[config.mk]
export PLATFORM = sky130hd
export DESIGN_NAME = ahb_decoder_resp_mux
export DESIGN_NICKNAME = d
export VERILOG_FILES = /design/src/rtl/ahb_decoder_resp_mux.sv
export SDC_FILE = /design/constraint.sdc
export NUM_CORES = 1
export LEC_CHECK = 0
export CORE_MARGIN = 3
export CORE_UTILIZATION = 27
export CTS_CLUSTER_DIAMETER = 60
export DETAILED_ROUTE_END_ITERATION = 12
export GPL_TIMING_DRIVEN = 1
export PLACE_DENSITY_LB_ADDON = 0.3
export SLEW_MARGIN = 10
export SYNTH_ARGS = -nofsm -noshare
export SYNTH_HDL_FRONTEND = slang
export SYNTH_SLANG_ARGS = --single-unit
[constraint.sdc]
create_clock -name i_clk -period 5.1 [get_ports i_clk]
set_input_delay 0.765 -clock i_clk [delete_from_list [all_inputs] [get_ports i_clk]]
set_output_delay 0.765 -clock i_clk [all_outputs]
set_load 0.01 [all_outputs]
[src/rtl/ahb_decoder_resp_mux.sv]
// ---------------------------------------------------------------------------
// ahb_decoder_resp_mux
//   AHB-Lite address decoder and data-phase response mux for one master port.
//   The address-phase HADDR is decoded to a one-hot slave select. That select
//   is registered into the data phase and steers HRDATA/HREADY/HRESP from the
//   selected slave back to the master. Unmapped active transfers go to a
//   built-in default slave. It answers with a two-cycle ERROR response and
//   counts each such transfer in a saturating counter.
//
// Ports
//   i_clk, i_rst    clock, asynchronous active-high reset
//   i_haddr         address-phase address
//   i_htrans        address-phase HTRANS (bit 1 = NONSEQ/SEQ)
//   o_hsel          one-hot address-phase slave select (combinational)
//   i_hrdata_s      packed slave read data, slave k at [k*DATA_WIDTH +: DATA_WIDTH]
//   i_hreadyout_s   per-slave HREADYOUT
//   i_hresp_s       per-slave HRESP (1 = ERROR)
//   o_hrdata        muxed read data
//   o_hready        muxed HREADY (also broadcast to the slaves)
//   o_hresp         muxed HRESP
//   o_err_cnt       saturating count of unmapped active transfers
// ---------------------------------------------------------------------------
module ahb_decoder_resp_mux #(
  parameter int NUM_SLAVES    = 2,
  parameter int ADDR_WIDTH    = 32,
  parameter int DATA_WIDTH    = 32,
  parameter int ERR_CNT_WIDTH = 8,
  parameter logic [ADDR_WIDTH-1:0] START_ADDR [NUM_SLAVES] = '{32'h0000_0000, 32'h1000_0000},
  parameter logic [ADDR_WIDTH-1:0] END_ADDR   [NUM_SLAVES] = '{32'h0FFF_FFFF, 32'h1FFF_FFFF}
) (
  input  logic                             i_clk,
  input  logic                             i_rst,
  input  logic [ADDR_WIDTH-1:0]            i_haddr,
  input  logic [1:0]                       i_htrans,
  output logic [NUM_SLAVES-1:0]            o_hsel,
  input  logic [NUM_SLAVES*DATA_WIDTH-1:0] i_hrdata_s,
  input  logic [NUM_SLAVES-1:0]            i_hreadyout_s,
  input  logic [NUM_SLAVES-1:0]            i_hresp_s,
  output logic [DATA_WIDTH-1:0]            o_hrdata,
  output logic                             o_hready,
  output logic                             o_hresp,
  output logic [ERR_CNT_WIDTH-1:0]         o_err_cnt
);

  typedef enum logic [1:0] {
    ST_IDLE = 2'd0,
    ST_ERR1 = 2'd1,
    ST_ERR2 = 2'd2
  } state_t;

  state_t                   state_q, state_d;
  logic [NUM_SLAVES-1:0]    dsel_q, dsel_d;
  logic [ERR_CNT_WIDTH-1:0] err_cnt_q, err_cnt_d;

  logic [NUM_SLAVES-1:0]    hsel;
  logic                     any_hit;
  logic                     dflt_hit;
  logic [DATA_WIDTH-1:0]    hrdata;
  logic                     hready;
  logic                     hresp;

  // HTRANS[0] only separates BUSY from IDLE and SEQ from NONSEQ, which the
  // decoder does not need to know.
  logic unused_htrans0;
  assign unused_htrans0 = i_htrans[0];

  // Address decode. The first matching region wins, so overlapping maps
  // still give a one-hot select. A region whose start lies above its end
  // can never satisfy both compares.
  always_comb begin
    hsel    = '0;
    any_hit = 1'b0;
    for (int k = 0; k < NUM_SLAVES; k++) begin
      if (!any_hit && (i_haddr >= START_ADDR[k]) && (i_haddr <= END_ADDR[k])) begin
        hsel[k] = 1'b1;
        any_hit = 1'b1;
      end
    end
    dflt_hit = !any_hit && i_htrans[1];
  end

  assign o_hsel = hsel;

  // Response mux. The default-slave states override the slave path. In
  // those states dsel_q is zero anyway, because the transfer was unmapped.
  always_comb begin
    hrdata = '0;
    hready = 1'b1;
    hresp  = 1'b0;
    for (int k = 0; k < NUM_SLAVES; k++) begin
      if (dsel_q[k]) begin
        hrdata = i_hrdata_s[k*DATA_WIDTH +: DATA_WIDTH];
        hready = i_hreadyout_s[k];
        hresp  = i_hresp_s[k];
      end
    end
    case (state_q)
      ST_ERR1: begin
        hrdata = '0;
        hready = 1'b0;
        hresp  = 1'b1;
      end
      ST_ERR2: begin
        hrdata = '0;
        hready = 1'b1;
        hresp  = 1'b1;
      end
      default: ;
    endcase
  end

  assign o_hrdata  = hrdata;
  assign o_hready  = hready;
  assign o_hresp   = hresp;
  assign o_err_cnt = err_cnt_q;

  // Next-state logic: data-phase select, default-slave FSM, error counter.
  always_comb begin
    dsel_d    = dsel_q;
    state_d   = state_q;
    err_cnt_d = err_cnt_q;

    // The data-phase select advances only when the current transfer completes.
    if (hready) begin
      dsel_d = hsel & {NUM_SLAVES{i_htrans[1]}};
    end

    case (state_q)
      ST_IDLE: if (hready && dflt_hit) state_d = ST_ERR1;
      ST_ERR1: state_d = ST_ERR2;
      ST_ERR2: state_d = dflt_hit ? ST_ERR1 : ST_IDLE;
      default: state_d = ST_IDLE;
    endcase

    // Count every entry into ERR1. The counter sticks at all-ones.
    if ((state_d == ST_ERR1) && (state_q != ST_ERR1) && (err_cnt_q != '1)) begin
      err_cnt_d = err_cnt_q + ERR_CNT_WIDTH'(1);
    end
  end

  // Data-phase register stage
  always_ff @(posedge i_clk or posedge i_rst) begin
    if (i_rst) begin
      dsel_q    <= '0;
      state_q   <= ST_IDLE;
      err_cnt_q <= '0;
    end else begin
      dsel_q    <= dsel_d;
      state_q   <= state_d;
      err_cnt_q <= err_cnt_d;
    end
  end

endmodule

==> impl_metrics.xml <==
<?xml version="1.0" encoding="UTF-8"?>
<metrics>
  <group name="critical_path">
    <metric name="rr_endpoint" unit="">o_err_cnt[1]$_DFFE_PP0P_</metric>
    <metric name="timing.critical_path.cells" unit="">nor3b_2, o31ai_4, clkdlybuf4s50_1</metric>
    <metric name="critical_path.startpoint_type" unit="">flop</metric>
    <metric name="cp_num_cells" unit="">3</metric>
    <metric name="path_max_fanout" unit="">38</metric>
    <metric name="crit_start" unit="">dsel_q[1]$_DFFE_PP0P_</metric>
    <metric name="worstRegToRegCells" unit="">5</metric>
    <metric name="worst-r2r-setup-slack" unit="ns">2.60</metric>
    <metric name="setup.worst_path.end" unit="">o_hready</metric>
    <metric name="reg2reg_from" unit="">dsel_q[1]$_DFFE_PP0P_</metric>
    <metric name="crit_type" unit="">reg -&gt; out</metric>
    <metric name="timing.critical_path.slowest_stage_cell" unit="">sky130_fd_sc_hd__dfrtp_1</metric>
    <metric name="arrival" unit="ns">2.53</metric>
    <metric name="worst-endpoint-required" unit="ns">4.34</metric>
    <metric name="critPathBufInv" unit="">1</metric>
    <metric name="worst_path_dominant_cell_family" unit="">flip-flops</metric>
    <metric name="cp-end-kind" unit="">primary output</metric>
    <metric name="cpPeakStageDelay" unit="ns">1.13</metric>
  </group>
  <group name="cells_and_area">
    <metric name="final_core_utilization" unit="%">62.58</metric>
    <metric name="antenna_cells" unit="">0</metric>
    <metric name="area_growth" unit="%">114.4</metric>
    <metric name="nFillCells" unit="">337</metric>
    <metric name="layout_commonest_cell" unit="">sky130_fd_sc_hd__clkdlybuf4s50_1</metric>
    <metric name="drive_above_1_share" unit="%">4.264</metric>
    <metric name="mostFrequentLayoutCells" unit="">118 x sky130_fd_sc_hd__clkdlybuf4s50_1, 35 x sky130_fd_sc_hd__nor2_1, 31 x sky130_fd_sc_hd__a22oi_1</metric>
    <metric name="nets" unit="">369</metric>
  </group>
  <group name="route">
    <metric name="vias_per_cell" unit="">4.863</metric>
    <metric name="residual_drc" unit="">0</metric>
    <metric name="routed-via-count" unit="">1488</metric>
    <metric name="antenna_left" unit="">0</metric>
    <metric name="detailedRoute.firstIterationViolations" unit="">48</metric>
    <metric name="dr.pass1.iters" unit="">4</metric>
    <metric name="route.detailed.wl_per_inst" unit="um">14.36</metric>
    <metric name="wl" unit="um">4393</metric>
  </group>
  <group name="synth">
    <metric name="netlist.top_cell.by_area" unit="">sky130_fd_sc_hd__dfrtp_1</metric>
    <metric name="post-synth-top-area-fraction" unit="%">27.09</metric>
    <metric name="netlist_instances" unit="">145</metric>
    <metric name="syn-mean-instance-area" unit="um^2">7.645</metric>
    <metric name="netlist-cell-type-count" unit="">27</metric>
    <metric name="synthesis.nets" unit="">255</metric>
    <metric name="yosys_register_bits" unit="">12</metric>
    <metric name="synth.area.top_cells" unit="">sky130_fd_sc_hd__dfrtp_1 27%, sky130_fd_sc_hd__a22oi_1 21%, sky130_fd_sc_hd__nor2_1 12%</metric>
    <metric name="synth_seq_area_share" unit="%">27.09</metric>
    <metric name="synth_warnings" unit="">0</metric>
    <metric name="synth_cell_area" unit="um^2">1109</metric>
  </group>
  <group name="sta">
    <metric name="final.setup_skew" unit="ns">0.0009071</metric>
    <metric name="max_clock_freq" unit="MHz">303.6</metric>
    <metric name="finalSetupViolCount" unit="">0</metric>
    <metric name="grt_setup_unrepaired" unit="">false</metric>
    <metric name="final.period_utilization" unit="%">64.58</metric>
    <metric name="final_period_minus_worst_setup_slack" unit="ns">3.294</metric>
    <metric name="timing.setup.tns" unit="ns">0</metric>
    <metric name="max_slew.worst_pin.slew" unit="ns">1.192</metric>
    <metric name="timing_hold_violations_final" unit="">0</metric>
    <metric name="timing.slew.headroom" unit="%">20.54</metric>
    <metric name="fin_hold_ws" unit="ns">0.4894</metric>
    <metric name="timing.final.max_slew_violations" unit="">0</metric>
  </group>
  <group name="clocking">
    <metric name="post_cts_hold_buffer_count" unit="">0</metric>
    <metric name="cts_setup_buffers" unit="">0</metric>
    <metric name="tritoncts" unit="">built</metric>
    <metric name="clock-sinks" unit="">12</metric>
    <metric name="tritoncts.num_buffers" unit="">3</metric>
    <metric name="cts-htree-levels" unit="">1</metric>
    <metric name="cts_root_buf" unit="">sky130_fd_sc_hd__clkbuf_8</metric>
    <metric name="later_pin_clock_latency_in_the_skew_report" unit="ns">0.23</metric>
    <metric name="postCtsResizedCells" unit="">0</metric>
    <metric name="cts.path.max_buffers" unit="">2</metric>
    <metric name="path_clk_slew" unit="ns">0.05</metric>
  </group>
  <group name="power">
    <metric name="p_comb_share" unit="%">65.9</metric>
    <metric name="power.density_cell_area" unit="nW/um^2">359.3</metric>
    <metric name="leakage" unit="nW">0.8893</metric>
    <metric name="power.switching" unit="W">0.0003684</metric>
    <metric name="power.share.switching" unit="%">43.14</metric>
    <metric name="power.sequential.fraction" unit="%">22.5</metric>
    <metric name="power.ir.vdd_worst" unit="V">0.0002163</metric>
    <metric name="share_clk_of_total_power" unit="%">11.7</metric>
    <metric name="intPower" unit="W">0.0004857</metric>
  </group>
  <group name="floorplan">
    <metric name="initial_utilization" unit="%">29.18</metric>
    <metric name="fp.dieW" unit="um">70.08</metric>
    <metric name="dieHeight" unit="um">70.08</metric>
    <metric name="core_area" unit="um^2">3799</metric>
    <metric name="die-area" unit="um^2">4911</metric>
    <metric name="row_count" unit="">22</metric>
    <metric name="top_level_ports" unit="">148</metric>
  </group>
  <group name="job">
    <metric name="maxCapViolations" unit="">0</metric>
  </group>
  <group name="grt">
    <metric name="grt_pass1_vias" unit="">1466</metric>
    <metric name="global_route.usage.total" unit="%">17.51</metric>
    <metric name="grt_antenna_before_repair" unit="">0</metric>
    <metric name="wire_length_of_the_first_global_routing_pass" unit="um">7031</metric>
    <metric name="pin_count_of_the_biggest_net_entering_global_routing" unit="">39</metric>
    <metric name="globalRoute.totalOverflow" unit="">0</metric>
  </group>
  <group name="status">
    <metric name="run_status" unit="">finished, final reports clean</metric>
  </group>
  <group name="placement">
    <metric name="port_buffers" unit="">118</metric>
    <metric name="dp_hpwl" unit="um">3495</metric>
    <metric name="gpl.final_weighted_congestion" unit="">0.7633</metric>
  </group>
  <group name="hold_path">
    <metric name="hp-class" unit="">reg -&gt; reg</metric>
  </group>
</metrics>
stage by stage:
stage	std cells	area (um^2)	worst slack, ns	power, W
3_5_place_dp	302	2322	2.013	0.0007623
5_1_grt	306	2377	1.590	0.0009284
6_report	306	2377	1.806	0.0008540
3_3_place_gp	302	2322	2.031	0.0007556
2_1_floorplan	145	1109	2.932	0.0004985
4_1_cts	306	2377	1.787	0.0008675
layout make-up:
type,instances,area (um^2),area share (%)
timing repair buffer,120,1196,50.32
clock buffer,4,55.05,2.316
sequential,12,300.3,12.63
tap,48,60.06,2.526
multi-input combinational,115,739.5,31.11
inverter,7,26.28,1.105
routing by layer:
| metal | GRT usage, % | part of all wire, % | up-vias |
|---|---|---|---|
| li1 | - | - | 749 |
| met3 | 6.763 | 8.1 | 8 |
| met2 | 31.27 | 52 | 63 |
| met4 | 5.745 | 2.4 | 0 |
| met5 | 0 | 0 | - |
| met1 | 18.77 | 37 | 668 |
cell families (layout without fill, tap and decap cells):
| kind of cell | Yosys count | after routing | synth area share (%) |
|---|---|---|---|
| and+or+nand+nor | 61 | 61 | 24.83 |
| AOI/OAI and AO/OA | 40 | 40 | 28.33 |
| buffers and inverters | 18 | 131 | 6.434 |
| DFF | 12 | 12 | 27.09 |
| xor gates and xnor gates | 7 | 7 | 5.531 |
| adders and majority gates | 6 | 6 | 6.772 |
| muxes | 1 | 1 | 1.016 |
worst min path at each step:
stage / end / depth (start not counted) / startpoint / slack, ns
2_1_floorplan: o_err_cnt[5]$_DFFE_PP0P_ / 1 / o_err_cnt[5]$_DFFE_PP0P_ / 0.52
3_3_place_gp: o_err_cnt[5]$_DFFE_PP0P_ / 1 / o_err_cnt[5]$_DFFE_PP0P_ / 0.48
3_5_place_dp: o_err_cnt[5]$_DFFE_PP0P_ / 1 / o_err_cnt[5]$_DFFE_PP0P_ / 0.48
4_1_cts: o_err_cnt[5]$_DFFE_PP0P_ / 1 / o_err_cnt[5]$_DFFE_PP0P_ / 0.49
5_1_grt: o_err_cnt[7]$_DFFE_PP0P_ / 1 / o_err_cnt[7]$_DFFE_PP0P_ / 0.51
6_report: o_err_cnt[5]$_DFFE_PP0P_ / 1 / o_err_cnt[5]$_DFFE_PP0P_ / 0.49
state kept, by name (all words and copies together), names as in the netlist:
register and count:
dsel_q 2, o_err_cnt 8, state_q 2
cell usage after synthesis (all sizes together):
| cell | count |
|---|---|
| nor2 | 36 |
| a22oi | 31 |
| dfrtp | 12 |
| clkbuf | 10 |
| inv | 7 |
| nand2 | 7 |
| xor2 | 7 |
| ha | 6 |
| nand3 | 5 |
| nor3 | 4 |
| nor4 | 3 |
| o21ai | 3 |
| a21oi | 2 |
| nor3b | 2 |
| o31ai | 2 |
| a221o | 1 |
| and4 | 1 |
| buf | 1 |
| mux2 | 1 |
| nand2b | 1 |
| nor2b | 1 |
| nor4b | 1 |
| o22ai | 1 |
power groups by stage:
| stage | logic (W) | registers [W] | clock network [W] |
|---|---|---|---|
| final | 0.000563 | 0.000192 | 0.0000995 |
| after global placement | 0.000562 | 0.000194 | 0 |
| after CTS | 0.000571 | 0.000193 | 0.000104 |
| after floorplan | 0.000308 | 0.000191 | 0 |
| after detailed placement | 0.000569 | 0.000194 | 0 |
| after global routing | 0.000616 | 0.000201 | 0.000111 |
worst reg2reg max path, cell delays in order (launching register included):
cell	delay, ns
sky130_fd_sc_hd__dfrtp_1	1.13
sky130_fd_sc_hd__nor3b_2	0.16
sky130_fd_sc_hd__o31ai_4	0.40
sky130_fd_sc_hd__a21oi_4	0.15
sky130_fd_sc_hd__nor2_1	0.19
sky130_fd_sc_hd__mux2_2	0.35
Note: power is estimated with default switching activity, not from simulation.
